<file path="src/rtl/risc_ctrl_param_if.sv">
// Controller <-> datapath bundle: IR/flag/handshake inputs to the controller
// and every strobe, select and status line it drives back.
interface risc_ctrl_param_if #(
    parameter int DATAWIDTH = 8,
    parameter int RAW       = 2
);
    localparam int NUM_REGS = 2 ** RAW;

    logic [DATAWIDTH-1:0] instruction;
    logic                 zero;
    logic                 mem_ready;
    logic                 run;

    logic [NUM_REGS-1:0]  ld_reg;
    logic                 ld_pc;
    logic                 inc_pc;
    logic                 ld_ir;
    logic                 ld_address_reg;
    logic                 ld_reg_y;
    logic                 ld_reg_z;
    logic                 write;
    logic [RAW:0]         sel_bus1_mux;
    logic [1:0]           sel_bus2_mux;
    logic [2:0]           alu_op;
    logic                 halted;
    logic                 error;

    // Controller side
    modport master (
        input  instruction, zero, mem_ready, run,
        output ld_reg, ld_pc, inc_pc, ld_ir, ld_address_reg, ld_reg_y,
               ld_reg_z, write, sel_bus1_mux, sel_bus2_mux, alu_op,
               halted, error
    );

    // Datapath side
    modport slave (
        output instruction, zero, mem_ready, run,
        input  ld_reg, ld_pc, inc_pc, ld_ir, ld_address_reg, ld_reg_y,
               ld_reg_z, write, sel_bus1_mux, sel_bus2_mux, alu_op,
               halted, error
    );
endinterface

</file>
<file path="src/rtl/risc_ctrl_param.sv">
// Multi-cycle control unit for a small parameterised RISC datapath.
// All outputs are decoded combinationally from the state register and the
// current IR/flag/handshake inputs, so an asynchronous reset drops every
// strobe immediately.
module risc_ctrl_param #(
    parameter int DATAWIDTH = 8,
    parameter int RAW       = 2,
    parameter int OPCODE_W  = 4
) (
    input  logic               clk,
    input  logic               clr,
    risc_ctrl_param_if.master  bus
);
    localparam int NUM_REGS = 2 ** RAW;

    generate
        if (DATAWIDTH < OPCODE_W + 2 * RAW) begin : g_bad_width
            $error("risc_ctrl_param: DATAWIDTH too small for opcode and two register fields");
        end
    endgenerate

    localparam logic [OPCODE_W-1:0] OP_NOP  = OPCODE_W'(0);
    localparam logic [OPCODE_W-1:0] OP_ADD  = OPCODE_W'(1);
    localparam logic [OPCODE_W-1:0] OP_SUB  = OPCODE_W'(2);
    localparam logic [OPCODE_W-1:0] OP_AND  = OPCODE_W'(3);
    localparam logic [OPCODE_W-1:0] OP_NOT  = OPCODE_W'(4);
    localparam logic [OPCODE_W-1:0] OP_RD   = OPCODE_W'(5);
    localparam logic [OPCODE_W-1:0] OP_WR   = OPCODE_W'(6);
    localparam logic [OPCODE_W-1:0] OP_BR   = OPCODE_W'(7);
    localparam logic [OPCODE_W-1:0] OP_BRZ  = OPCODE_W'(8);
    localparam logic [OPCODE_W-1:0] OP_OR   = OPCODE_W'(9);
    localparam logic [OPCODE_W-1:0] OP_XOR  = OPCODE_W'(10);
    localparam logic [OPCODE_W-1:0] OP_BRNZ = OPCODE_W'(11);
    localparam logic [OPCODE_W-1:0] OP_HLT  = OPCODE_W'(15);

    localparam logic [RAW:0] SEL_PC   = (RAW + 1)'(NUM_REGS);
    localparam logic [1:0]   BUS2_ALU  = 2'd0;
    localparam logic [1:0]   BUS2_BUS1 = 2'd1;
    localparam logic [1:0]   BUS2_MEM  = 2'd2;

    typedef enum logic [3:0] {
        IDLE, FETCH1, FETCH2, DECODE, EXECUTE, READ1, READ2,
        WRITE1, WRITE2, BRANCH1, BRANCH2, HALT, ERROR
    } state_t;

    state_t state_reg, state_next;
    logic   armed_reg;

    logic [OPCODE_W-1:0] opcode;
    logic [RAW-1:0]      src;
    logic [RAW-1:0]      dest;
    logic [NUM_REGS-1:0] dest_onehot;
    logic [2:0]          alu_code;
    logic                unused_bits;

    assign opcode      = bus.instruction[DATAWIDTH-1 -: OPCODE_W];
    assign src         = bus.instruction[2*RAW-1:RAW];
    assign dest        = bus.instruction[RAW-1:0];
    assign unused_bits = ^bus.instruction;

    // One decoder bit per register keeps ld_reg one-hot by construction
    genvar gi;
    generate
        for (gi = 0; gi < NUM_REGS; gi++) begin : g_dest_dec
            assign dest_onehot[gi] = (dest == RAW'(gi));
        end
    endgenerate

    // Datapath ALU function code for the two-operand ALU opcodes
    always_comb begin
        alu_code = 3'd0;
        case (opcode)
            OP_SUB:  alu_code = 3'd1;
            OP_AND:  alu_code = 3'd2;
            OP_OR:   alu_code = 3'd4;
            OP_XOR:  alu_code = 3'd5;
            default: alu_code = 3'd0;
        endcase
    end

    // State register; the first edge after reset release only arms the
    // controller, so the first FETCH1 lands on the second edge.
    always_ff @(posedge clk or negedge clr) begin
        if (!clr) begin
            state_reg <= IDLE;
            armed_reg <= 1'b0;
        end else begin
            armed_reg <= 1'b1;
            state_reg <= armed_reg ? state_next : IDLE;
        end
    end

    // Next-state and output decode
    always_comb begin
        state_next          = state_reg;
        bus.ld_reg          = '0;
        bus.ld_pc           = 1'b0;
        bus.inc_pc          = 1'b0;
        bus.ld_ir           = 1'b0;
        bus.ld_address_reg  = 1'b0;
        bus.ld_reg_y        = 1'b0;
        bus.ld_reg_z        = 1'b0;
        bus.write           = 1'b0;
        bus.sel_bus1_mux    = SEL_PC;
        bus.sel_bus2_mux    = BUS2_BUS1;
        bus.alu_op          = 3'd0;
        bus.halted          = 1'b0;
        bus.error           = 1'b0;

        case (state_reg)
            IDLE: state_next = FETCH1;
            FETCH1: begin
                bus.ld_address_reg = 1'b1;
                state_next         = FETCH2;
            end
            FETCH2: begin
                bus.sel_bus2_mux = BUS2_MEM;
                if (bus.mem_ready) begin
                    bus.ld_ir  = 1'b1;
                    bus.inc_pc = 1'b1;
                    state_next = DECODE;
                end
            end
            DECODE: begin
                case (opcode)
                    OP_NOP: state_next = FETCH1;
                    OP_ADD, OP_SUB, OP_AND, OP_OR, OP_XOR: begin
                        bus.sel_bus1_mux = {1'b0, src};
                        bus.ld_reg_y     = 1'b1;
                        state_next       = EXECUTE;
                    end
                    OP_NOT: begin
                        bus.sel_bus1_mux = {1'b0, src};
                        bus.sel_bus2_mux = BUS2_ALU;
                        bus.alu_op       = 3'd3;
                        bus.ld_reg_z     = 1'b1;
                        bus.ld_reg       = dest_onehot;
                        state_next       = FETCH1;
                    end
                    OP_RD: begin
                        bus.ld_address_reg = 1'b1;
                        state_next         = READ1;
                    end
                    OP_WR: begin
                        bus.ld_address_reg = 1'b1;
                        state_next         = WRITE1;
                    end
                    OP_BR: begin
                        bus.ld_address_reg = 1'b1;
                        state_next         = BRANCH1;
                    end
                    OP_BRZ, OP_BRNZ: begin
                        // Taken when the flag matches the branch sense
                        if (bus.zero == (opcode == OP_BRZ)) begin
                            bus.ld_address_reg = 1'b1;
                            state_next         = BRANCH1;
                        end else begin
                            bus.inc_pc = 1'b1;
                            state_next = FETCH1;
                        end
                    end
                    OP_HLT:  state_next = HALT;
                    default: state_next = ERROR;
                endcase
            end
            EXECUTE: begin
                bus.sel_bus1_mux = {1'b0, dest};
                bus.sel_bus2_mux = BUS2_ALU;
                bus.alu_op       = alu_code;
                bus.ld_reg_z     = 1'b1;
                bus.ld_reg       = dest_onehot;
                state_next       = FETCH1;
            end
            READ1, WRITE1, BRANCH1: begin
                bus.sel_bus2_mux = BUS2_MEM;
                if (bus.mem_ready) begin
                    bus.ld_address_reg = 1'b1;
                    bus.inc_pc         = (state_reg != BRANCH1);
                    state_next = (state_reg == READ1)  ? READ2  :
                                 (state_reg == WRITE1) ? WRITE2 : BRANCH2;
                end
            end
            READ2: begin
                bus.sel_bus2_mux = BUS2_MEM;
                if (bus.mem_ready) begin
                    bus.ld_reg = dest_onehot;
                    state_next = FETCH1;
                end
            end
            WRITE2: begin
                bus.sel_bus1_mux = {1'b0, src};
                bus.write        = 1'b1;
                if (bus.mem_ready) state_next = FETCH1;
            end
            BRANCH2: begin
                bus.sel_bus2_mux = BUS2_MEM;
                if (bus.mem_ready) begin
                    bus.ld_pc  = 1'b1;
                    state_next = FETCH1;
                end
            end
            HALT: begin
                bus.halted = 1'b1;
                if (bus.run) state_next = FETCH1;
            end
            ERROR: bus.error = 1'b1;
            default: state_next = IDLE;
        endcase
    end
endmodule

</file>
<file path="src/flat_wrapper.sv">
// flat-port wrapper written by rule: the top's interface ports become plain ports
module risc_ctrl_param_flat 
#(
    parameter int DATAWIDTH = 8,
    parameter int RAW       = 2,
    parameter int OPCODE_W  = 4
)
  (clk, clr, bus_instruction, bus_zero, bus_mem_ready, bus_run, bus_ld_reg, bus_ld_pc, bus_inc_pc, bus_ld_ir, bus_ld_address_reg, bus_ld_reg_y, bus_ld_reg_z, bus_write, bus_sel_bus1_mux, bus_sel_bus2_mux, bus_alu_op, bus_halted, bus_error);
  risc_ctrl_param_if #(.DATAWIDTH(DATAWIDTH), .RAW(RAW)) bus_i ();
  input  logic clk;
  input  logic clr;
  input wire logic [$bits(bus_i.instruction)-1:0] bus_instruction;
  input wire logic [$bits(bus_i.zero)-1:0] bus_zero;
  input wire logic [$bits(bus_i.mem_ready)-1:0] bus_mem_ready;
  input wire logic [$bits(bus_i.run)-1:0] bus_run;
  output wire logic [$bits(bus_i.ld_reg)-1:0] bus_ld_reg;
  output wire logic [$bits(bus_i.ld_pc)-1:0] bus_ld_pc;
  output wire logic [$bits(bus_i.inc_pc)-1:0] bus_inc_pc;
  output wire logic [$bits(bus_i.ld_ir)-1:0] bus_ld_ir;
  output wire logic [$bits(bus_i.ld_address_reg)-1:0] bus_ld_address_reg;
  output wire logic [$bits(bus_i.ld_reg_y)-1:0] bus_ld_reg_y;
  output wire logic [$bits(bus_i.ld_reg_z)-1:0] bus_ld_reg_z;
  output wire logic [$bits(bus_i.write)-1:0] bus_write;
  output wire logic [$bits(bus_i.sel_bus1_mux)-1:0] bus_sel_bus1_mux;
  output wire logic [$bits(bus_i.sel_bus2_mux)-1:0] bus_sel_bus2_mux;
  output wire logic [$bits(bus_i.alu_op)-1:0] bus_alu_op;
  output wire logic [$bits(bus_i.halted)-1:0] bus_halted;
  output wire logic [$bits(bus_i.error)-1:0] bus_error;
  assign bus_i.instruction = bus_instruction;
  assign bus_i.zero = bus_zero;
  assign bus_i.mem_ready = bus_mem_ready;
  assign bus_i.run = bus_run;
  assign bus_ld_reg = bus_i.ld_reg;
  assign bus_ld_pc = bus_i.ld_pc;
  assign bus_inc_pc = bus_i.inc_pc;
  assign bus_ld_ir = bus_i.ld_ir;
  assign bus_ld_address_reg = bus_i.ld_address_reg;
  assign bus_ld_reg_y = bus_i.ld_reg_y;
  assign bus_ld_reg_z = bus_i.ld_reg_z;
  assign bus_write = bus_i.write;
  assign bus_sel_bus1_mux = bus_i.sel_bus1_mux;
  assign bus_sel_bus2_mux = bus_i.sel_bus2_mux;
  assign bus_alu_op = bus_i.alu_op;
  assign bus_halted = bus_i.halted;
  assign bus_error = bus_i.error;
  risc_ctrl_param #(.DATAWIDTH(DATAWIDTH), .RAW(RAW), .OPCODE_W(OPCODE_W)) u_core (.clk(clk), .clr(clr), .bus(bus_i));
endmodule
</file>
<file path="config.mk">
export PLATFORM = sky130hd
export DESIGN_NAME = risc_ctrl_param_flat
export DESIGN_NICKNAME = d
export VERILOG_FILES = /design/src/rtl/risc_ctrl_param_if.sv /design/src/rtl/risc_ctrl_param.sv /design/src/flat_wrapper.sv
export SDC_FILE = /design/constraint.sdc
export NUM_CORES = 1
export LEC_CHECK = 0
export CORE_AREA = 4 4 61 63
export DETAILED_ROUTE_END_ITERATION = 8
export DIE_AREA = 0 0 65 67
export PLACE_DENSITY = 0.69
export SYNTH_ARGS = -nofsm -noshare
export SYNTH_HDL_FRONTEND = slang
export SYNTH_SLANG_ARGS = --single-unit
</file>
<file path="constraint.sdc">
create_clock -name clk -period 1.8 [get_ports clk]
set_input_delay 0.36 -clock clk [delete_from_list [all_inputs] [get_ports clk]]
set_output_delay 0.36 -clock clk [all_outputs]
set_load 0.02 [all_outputs]
</file>
---- After elaboration in Yosys (flattened, before gate mapping) ----
Index checks and enable logic that the tools add are counted.
word-level totals
  flip-flop bits (word level) ............. 5
  input port bits ......................... 13
  output and inout bits ................... 21
  logic and storage cells ................. 86
operators by class
  muxes and demuxes ....................... 37
  equality and inequality tests ........... 34
  reduce and logical (&&, ||, !) cells .... 13
operators by type and width
  kind                                                                    count
  4-bit equality test (second input constant)                             10
  4-bit two-way mux                                                       9
  4-bit by 3-bit equality test with 1-bit output (second input constant)  8
  4-bit case mux with 8 select lines                                      1
  4-bit case mux with 7 select lines                                      1
  4-bit by 2-bit equality test with 1-bit output (second input constant)  4
  1-bit two-way mux                                                       14
  3-bit != test (second input constant)                                   4
  3-bit case mux with 4 select lines                                      1
  4-bit case mux with 3 select lines                                      1
  6-bit OR reduction                                                      2
  3-bit case mux with 3 select lines                                      1
  3-bit OR reduction                                                      3
  4-bit by 1-bit equality test with 1-bit output (second input constant)  2
  4-bit zero test                                                         2
  1-bit case mux with 3 select lines                                      2
  2-bit case mux with 3 select lines                                      1
  3-bit case mux with 2 select lines                                      1
  2-bit OR reduction                                                      3
  5-bit AND reduction                                                     1
  5-bit OR reduction                                                      1
  2-bit equality test (second input constant)                             2
  2-bit two-way mux                                                       2
  4-bit != test (second input constant)                                   1
  other kinds (6)                                                         7

---- Longest topological paths before layout ----
Gate-level depths: netlist of the first run.
  depth after elaboration ................. 6
  mapped depth ............................ 6
  gate-level depth less buffers ........... 4

---- Worst setup path after synthesis of the first run ----
Ideal clock, no wire load.
  kind .................................... register to output
  from .................................... reg u_core.state_reg[1]
  to ...................................... out bus_sel_bus1_mux[0]
  arrival ................................. 1.681 ns
  buffers on the path ..................... 2
  cell stages (with the launch flop) ...... 6
  setup slack ............................. -0.241 ns
  data required time ...................... 1.440 ns
  path through ............................ dfrtp_1 > buf_4 > buf_6 > nor3_1 > o21bai_1 > a22o_1
on the way
  cells in the longest elaborated chain, start to end .. 2
  elaborated cells on any way between the ends .. 4
  classes of those cells .................. eq/ne: 3; mux: 1
ends and longest elaborated chain
  item                                         RTL line                source
  from (decl)                                  risc_ctrl_param.sv:46   state_t state_reg, state_next;
  from (signal assigned)                       risc_ctrl_param.sv:89   state_reg <= armed_reg ? state_next : IDLE;
  4-bit equality test (tied with other cells)  risc_ctrl_param.sv:110  case (state_reg)
  3-bit case mux with 3 select lines *         risc_ctrl_param.sv:110
  to (decl)                                    flat_wrapper.sv:24      output wire logic [$bits(bus_i.sel_bus1_mux)-1:0] bus_sel_bus1_mux;
Mark *: on every way between the ends. The rest lies on a longest branch, timed or not.

---- Worst setup path after layout of the first run ----
  from .................................... reg u_core.state_reg[0]
  to ...................................... out bus_alu_op[0]
on the way
  cells in the longest elaborated chain, start to end .. 2
  elaborated cells on any way between the ends .. 3
  classes of those cells .................. eq/ne: 2; mux: 1
ends and longest elaborated chain
  item                                                                                                                     RTL line                source
  4-bit by 3-bit equality test with 1-bit output / 4-bit by 2-bit equality test with 1-bit output (equally long branches)  risc_ctrl_param.sv:110
  3-bit case mux with 2 select lines *                                                                                     risc_ctrl_param.sv:110
  to (decl)                                                                                                                flat_wrapper.sv:26      output wire logic [$bits(bus_i.alu_op)-1:0] bus_alu_op;
Marked as above.

==> key figures, run 1 <==
STA
  • Slew Limit Fails: 0
  • Post-route clock period utilization: 110%
  • RSZ-0062 raised after global routing: yes
  • Tmin final: 1.99 ns
  • Fin worst setup slack: -0.185 ns
  • Clock Skews: 0.00394 ns
  • Fmax: 504 MHz
  • Final hold vios: 0
  • # setup viols final: 15

Clock network
  • Clk pin slew, worst setup/hold paths: 0.04 ns
  • Worst skew pair latency: 0.24 ns
  • CTS H-tree lvls: 1
  • CTS tree: built
  • Root Buffer: clkbuf_4
  • Max Buffers Root-to-Sink: 2
  • CTS hold repair buffers: 0
  • CTS sink cnt: 5
  • Total CTS buffers: 3

Cells and area
  • Diode count: 0
  • Max FFs per register: 4
  • Number of fill cells: 298
  • Area of the multi-input gates: 960 um^2
  • Number of nets in the layout: 213
  • Layout cell share with drive strength beyond 1: 52.8%
  • Most common cell after layout, fill and taps aside: buf_4
  • Area growth syn-to-layout: 80.0%
  • Final Core Density: 55.5%
  • Final Non-Filler Cells: 245
  • Register area: 126 um^2
  • Commonest cells after routing, fill and taps aside: 48 x buf_4, 11 x buf_6, 9 x nor2_1, 9 x nand2_1, 6 x clkdlybuf4s50_1

Place
  • Post-Place Cells: 237
  • IO Port Bufs: 33
  • Detail Placement HPWL: 2.65 mm
  • GP Congestion: 0.867
  • Post-placement worst setup slack: -0.897 ns

Critical path
  • CP arrival: 1.63 ns
  • Reg-to-Reg Start: u_core.state_reg[0]$_DFFE_PN0P_
  • Element type at the critical path start: flip-flop
  • FF-to-FF setup slack: 0.16 ns
  • Worst Setup SP: u_core.state_reg[0]$_DFFE_PN0P_
  • R2r worst-path depth: 6
  • Crit end category: output pin
  • Reg2reg end: u_core.state_reg[1]$_DFFE_PN0P_
  • Crit path kind: flip-flop to output pin
  • Critical Path RT: 1.44 ns
  • Critical path peak fanout: 4

Yosys
  • Synthesized netlist net count: 147
  • Asr flop ratio synth: 100%
  • Simple-gate area share of the yosys netlist: 42.3%
  • Yosys warnings: 0
  • Seq cells post-synth: 5
  • Synth Area in Compound Gates: 29.8%
  • Synth cell types: 55
  • Post-synthesis adder-cell area fraction: 0%
  • Mux share of post-synthesis cell area: 2.14%
  • Largest family of logic cells by synthesized area: simple AND/OR/NAND/NOR gates
  • Xor/xnor share of the synthesized area: 1.76%
  • Synthesized area: 996 um^2
  • Most used DFF post-synth: dfrtp_1
  • Post-Synthesis Cells: 134
  • Syn Area/Cell: 7.43 um^2
  • Post-synth EDFFs: 0
  • Register area share after synthesis: 12.6%

GRT
  • Total global-route track usage: 16.1%
  • Global-route wire length before repair: 5.71 mm
  • Vias in the first global route: 1304
  • GRT overflow: 0
  • Initial antenna violation count: 0
  • Largest net degree at the start of global routing: 19

Routing
  • Drt first pass iters: 4
  • Antenna viol nets, final: 0
  • Via count: 1281
  • Vias/cell: 5.23
  • DRC: 0
  • WL/cell: 14.6 um
  • Final wirelength: 3.58 mm
  • 1st-iter DRT viols: 78

Worst hold path
  • Worst Hold Class: input port to async pin

Floorplanning
  • IO Count: 34
  • Row count: 21
  • Starting density of the core: 30.8%
  • DIE WIDTH: 65 um
  • DIE AREA: 4360 um^2
  • Die Span Y: 67 um
  • Core area: 3230 um^2

Run status
  • Failing checks: setup timing
  • Status: complete, but fails checks

Run
  • MaxCap Viol Count: 0

Power and ir drop
  • VDD IR max: 339 uV
  • Power per standard cell area: 460 nW/um^2
  • Static leakage: 0.000773 uW
cell families (layout without fill, tap and decap cells):
logic type	after synthesis	after routing
buffers and inverters	17	82
AO/OA/AOI/OAI	40	40
multiplexers	2	2
XOR/XNOR	2	2
flip-flops	5	5
AND/OR/NAND/NOR	67	67
other	1	1
per-stage QoR:
stage               cell area (um^2)  hold slack [ns]  TNS, ns  total power (uW)
global route                    1790            0.346    -2.54               881
floorplan                       1030           0.0644   -0.648               414
global placement                1600            0.567   -13.47               601
detailed placement              1600            0.587   -14.26               612
CTS                             1690            0.346    -2.16               775
finish                          1790            0.339    -1.35               824
area by class of cell:
| cell class | instances | share of cell area, % |
|---|---|---|
| multi-input combinational | 112 | 53.5 |
| timing repair buffer | 74 | 33.6 |
| sequential | 5 | 7.05 |
| tap | 46 | 3.21 |
| clock buffer | 4 | 1.47 |
| inverter | 4 | 1.12 |
routing by layer:
| metal | GRT usage, % | part of all wire, % |
|---|---|---|
| met1 | 18.5 | 40 |
| met2 | 31.2 | 56 |
| met3 | 2.19 | 3.4 |
| met5 | 0 | 0 |
| met4 | 3.69 | 0.89 |
repair_timing:
| action | 4_1_cts | 5_1_grt |
|---|---|---|
| pin swaps | 13 | 10 |
| setup endpoints to repair | 23 | 21 |
| buffers inserted | 4 | 1 |
| resized for setup | 142 | 34 |
worst max-delay path: stages (launching register included):
cell	delay, ns
dfrtp_1	0.40
or4b_4	0.58
o41ai_4	0.22
buf_4	0.19
worst max-delay path by stage:
| stage | end | slack [ns] | depth (start not counted) |
|---|---|---|---|
| finish | bus_alu_op[0] | -0.19 | 3 |
| global route | bus_alu_op[1] | -0.23 | 5 |
| CTS | bus_alu_op[0] | -0.24 | 3 |
| detailed placement | bus_sel_bus1_mux[0] | -0.90 | 7 |
| global placement | bus_ld_address_reg | -0.85 | 7 |
| floorplan | bus_ld_reg[1] | -0.20 | 3 |
Yosys cell counts (2+ instances only):
library cell   n  area share (%)
a21oi_1        5             2.5
a22o_1         2             1.8
a311oi_1       2             1.8
a31oi_1        2             1.3
and2_1         3             1.9
and3_1         3             1.9
and3b_1        2             1.8
and4bb_1       2             2.5
buf_2          4             2.0
buf_4          5             3.8
buf_6          3             3.4
dfrtp_1        5              13
inv_1          3             1.1
nand2_1        9             3.4
nand2b_1       5             3.1
nand3_1        3             1.5
nand4_1        2             1.3
nor2_1        12             4.5
nor2b_1        5             3.1
nor3_1         5             2.5
nor3b_1        2             1.5
nor4b_1        3             2.6
nor4bb_1       2             2.0
o2111ai_1      2             1.8
o21a_1         2             1.5
o21ai_0        5             2.5
o21ai_1        5             2.5
o21bai_1       3             2.3
xnor2_1        2             1.8
where the power goes:
part / switching, uW / leakage [uW] / internal, uW
Clock: 43.8 / 0.0000150 / 83.7
Sequential: 11.5 / 0.0000637 / 125
Combinational: 284 / 0.000694 / 276
Total: 340 / 0.000773 / 485
Note: power is estimated with default switching activity, not from simulation.
==> run 2: changes to the inputs <==
MAX_ROUTING_LAYER = met4   (was not set)
RECOVER_POWER = 25   (was not set)
==> run 2 against run 1 <==
The flow still finishes with violations (setup timing). Core utilization unchanged. Largest power group unchanged. Hold slack better by 0.070 ns. Non-clock buffer count unchanged. Design area unchanged. Critical endpoint unchanged. Critical path type unchanged. Sequential cell count unchanged. Final cell count unchanged. Critical path depth unchanged. Via count down 0.23%. Sequential power about the same. Sequential share of layout area unchanged. Largest cell class unchanged. Clock power about the same.
==> key figures, run 2 (synthesized netlist as in run 1, its figures left out) <==
Run status
  • Status: complete, but fails checks
  • Failing checks: setup timing

Clock network
  • Root Buffer: clkbuf_4
  • CTS H-tree lvls: 1
  • Total CTS buffers: 3
  • CTS hold repair buffers: 0
  • Worst skew pair latency: 0.24 ns
  • Max Buffers Root-to-Sink: 2
  • Clk pin slew, worst setup/hold paths: 0.04 ns
  • CTS sink cnt: 5
  • CTS tree: built

Routing
  • WL/cell: 14.5 um
  • 1st-iter DRT viols: 85
  • Drt first pass iters: 4
  • Antenna viol nets, final: 0
  • Final wirelength: 3.56 mm
  • Vias/cell: 5.22
  • Via count: 1278
  • DRC: 0

Place
  • Detail Placement HPWL: 2.65 mm
  • GP Congestion: 0.881
  • Post-placement worst setup slack: -0.897 ns
  • Post-Place Cells: 237
  • IO Port Bufs: 33

Critical path
  • Critical path peak fanout: 4
  • Peak per-stage delay on the critical path: 0.58 ns
  • Buf+Inv Stages, Crit Path: 1
  • Crit end category: output pin
  • CP arrival: 1.63 ns
  • CP Cell Sequence: or4b_4 -> o41ai_4 -> buf_4
  • Crit path max-delay family: simple AND/OR/NAND/NOR gates
  • Element type at the critical path start: flip-flop
  • Critical Path RT: 1.44 ns
  • Crit path kind: flip-flop to output pin
  • Critical path's slowest cell: or4b_4

Cells and area
  • Commonest cells after routing, fill and taps aside: 48 x buf_4, 11 x buf_6, 9 x nor2_1, 9 x nand2_1
  • Final Non-Filler Cells: 245
  • Max FFs per register: 4
  • Layout cell share with drive strength beyond 1: 52.8%
  • Number of nets in the layout: 213
  • Most common cell after layout, fill and taps aside: buf_4
  • Diode count: 0
  • Area growth syn-to-layout: 80.0%

STA
  • Final hold vios: 0
  • Fmax: 503 MHz
  • Slew Limit Fails: 0
  • # setup viols final: 15
  • RSZ-0062 raised after global routing: yes
  • Fin worst setup slack: -0.186 ns
  • Post-route clock period utilization: 110%
  • Tmin final: 1.99 ns
  • Clock Skews: 0.00427 ns

Power and ir drop
  • Logic gate share of total power: 67.9%
  • Switching portion of total power: 41.2%
  • Psw: 340 uW
  • VDD IR max: 339 uV
  • Int Pwr: 484 uW
  • Static leakage: 0.000773 uW
  • Seq pwr share: 16.5%
  • Clock power frac: 15.5%
  • Power per standard cell area: 460 nW/um^2

GRT
  • Largest net degree at the start of global routing: 19
  • GRT overflow: 0
  • Global-route wire length before repair: 5.68 mm
  • Total global-route track usage: 16.5%
  • Vias in the first global route: 1322
  • Initial antenna violation count: 0

Worst hold path
  • Worst Hold Class: input port to async pin

Floorplanning
  • Row count: 21
  • DIE WIDTH: 65 um
  • Core area: 3230 um^2
  • IO Count: 34
  • Starting density of the core: 30.8%
  • DIE AREA: 4360 um^2
  • Die Span Y: 67 um

Run
  • MaxCap Viol Count: 0
-- run 2: worst paths after layout --
check                                                      from  cells past startpoint                         endpoint  slack [ns]
worst max register to register  u_core.state_reg[2]$_DFFE_PN0P_                      6  u_core.state_reg[1]$_DFFE_PN0P_        0.17
worst max-delay path            u_core.state_reg[0]$_DFFE_PN0P_                      3                    bus_alu_op[0]       -0.19
worst min register to register       u_core.armed_reg$_DFF_PN0_                      2  u_core.state_reg[3]$_DFFE_PN0P_        0.59
worst min-delay path                                        clr                      1  u_core.state_reg[3]$_DFFE_PN0P_        0.41
max in group asynchronous                                   clr                      1  u_core.state_reg[1]$_DFFE_PN0P_        1.18
min in group clk                     u_core.armed_reg$_DFF_PN0_                      2  u_core.state_reg[3]$_DFFE_PN0P_        0.59
-- run 2: repair_timing --
action | 4_1_cts | 5_1_grt
resized for setup | 142 | 34
setup endpoints to repair | 23 | 21
pin swaps | 13 | 10
setup buffers | 4 | 1
hold endpoints to repair | 0 | 0
-- run 2: final cells by class --
cell class | instances | area, um^2
Fill cell | 298 | 1440
Multi-Input combinational cell | 112 | 960
Timing Repair Buffer | 74 | 603
Sequential cell | 5 | 126
Tap cell | 46 | 57.6
Clock buffer | 4 | 26.3
Inverter | 4 | 20.0
-- run 2: stage by stage --
stage          power, uW  area, um^2  hold slack [ns]  setup TNS (ns)  util, %
2_1_floorplan        414        1030           0.0644          -0.648        -
3_3_place_gp         601        1600            0.567          -13.47     49.6
3_5_place_dp         612        1600            0.587          -14.26     49.6
4_1_cts              775        1690            0.346           -2.16     52.3
5_1_grt              880        1790            0.416           -2.54     55.5
6_report             824        1790            0.409           -1.35     55.5
-- run 2: power groups by stage --
stage               clock [uW]  combinational (uW)  sequential (uW)
floorplan                    0                 282              132
global placement             0                 465              136
detailed placement           0                 476              136
CTS                        131                 509              135
global route               144                 598              139
finish                     128                 560              136
-- run 2: routing by layer --
layer	track usage (%)	routed length, um	part of all wire [%]
met2	30.8	1980	56
met4	4.49	47	1.3
met5	-	0	0
met3	2.19	112	3.1
met1	18.3	1420	40
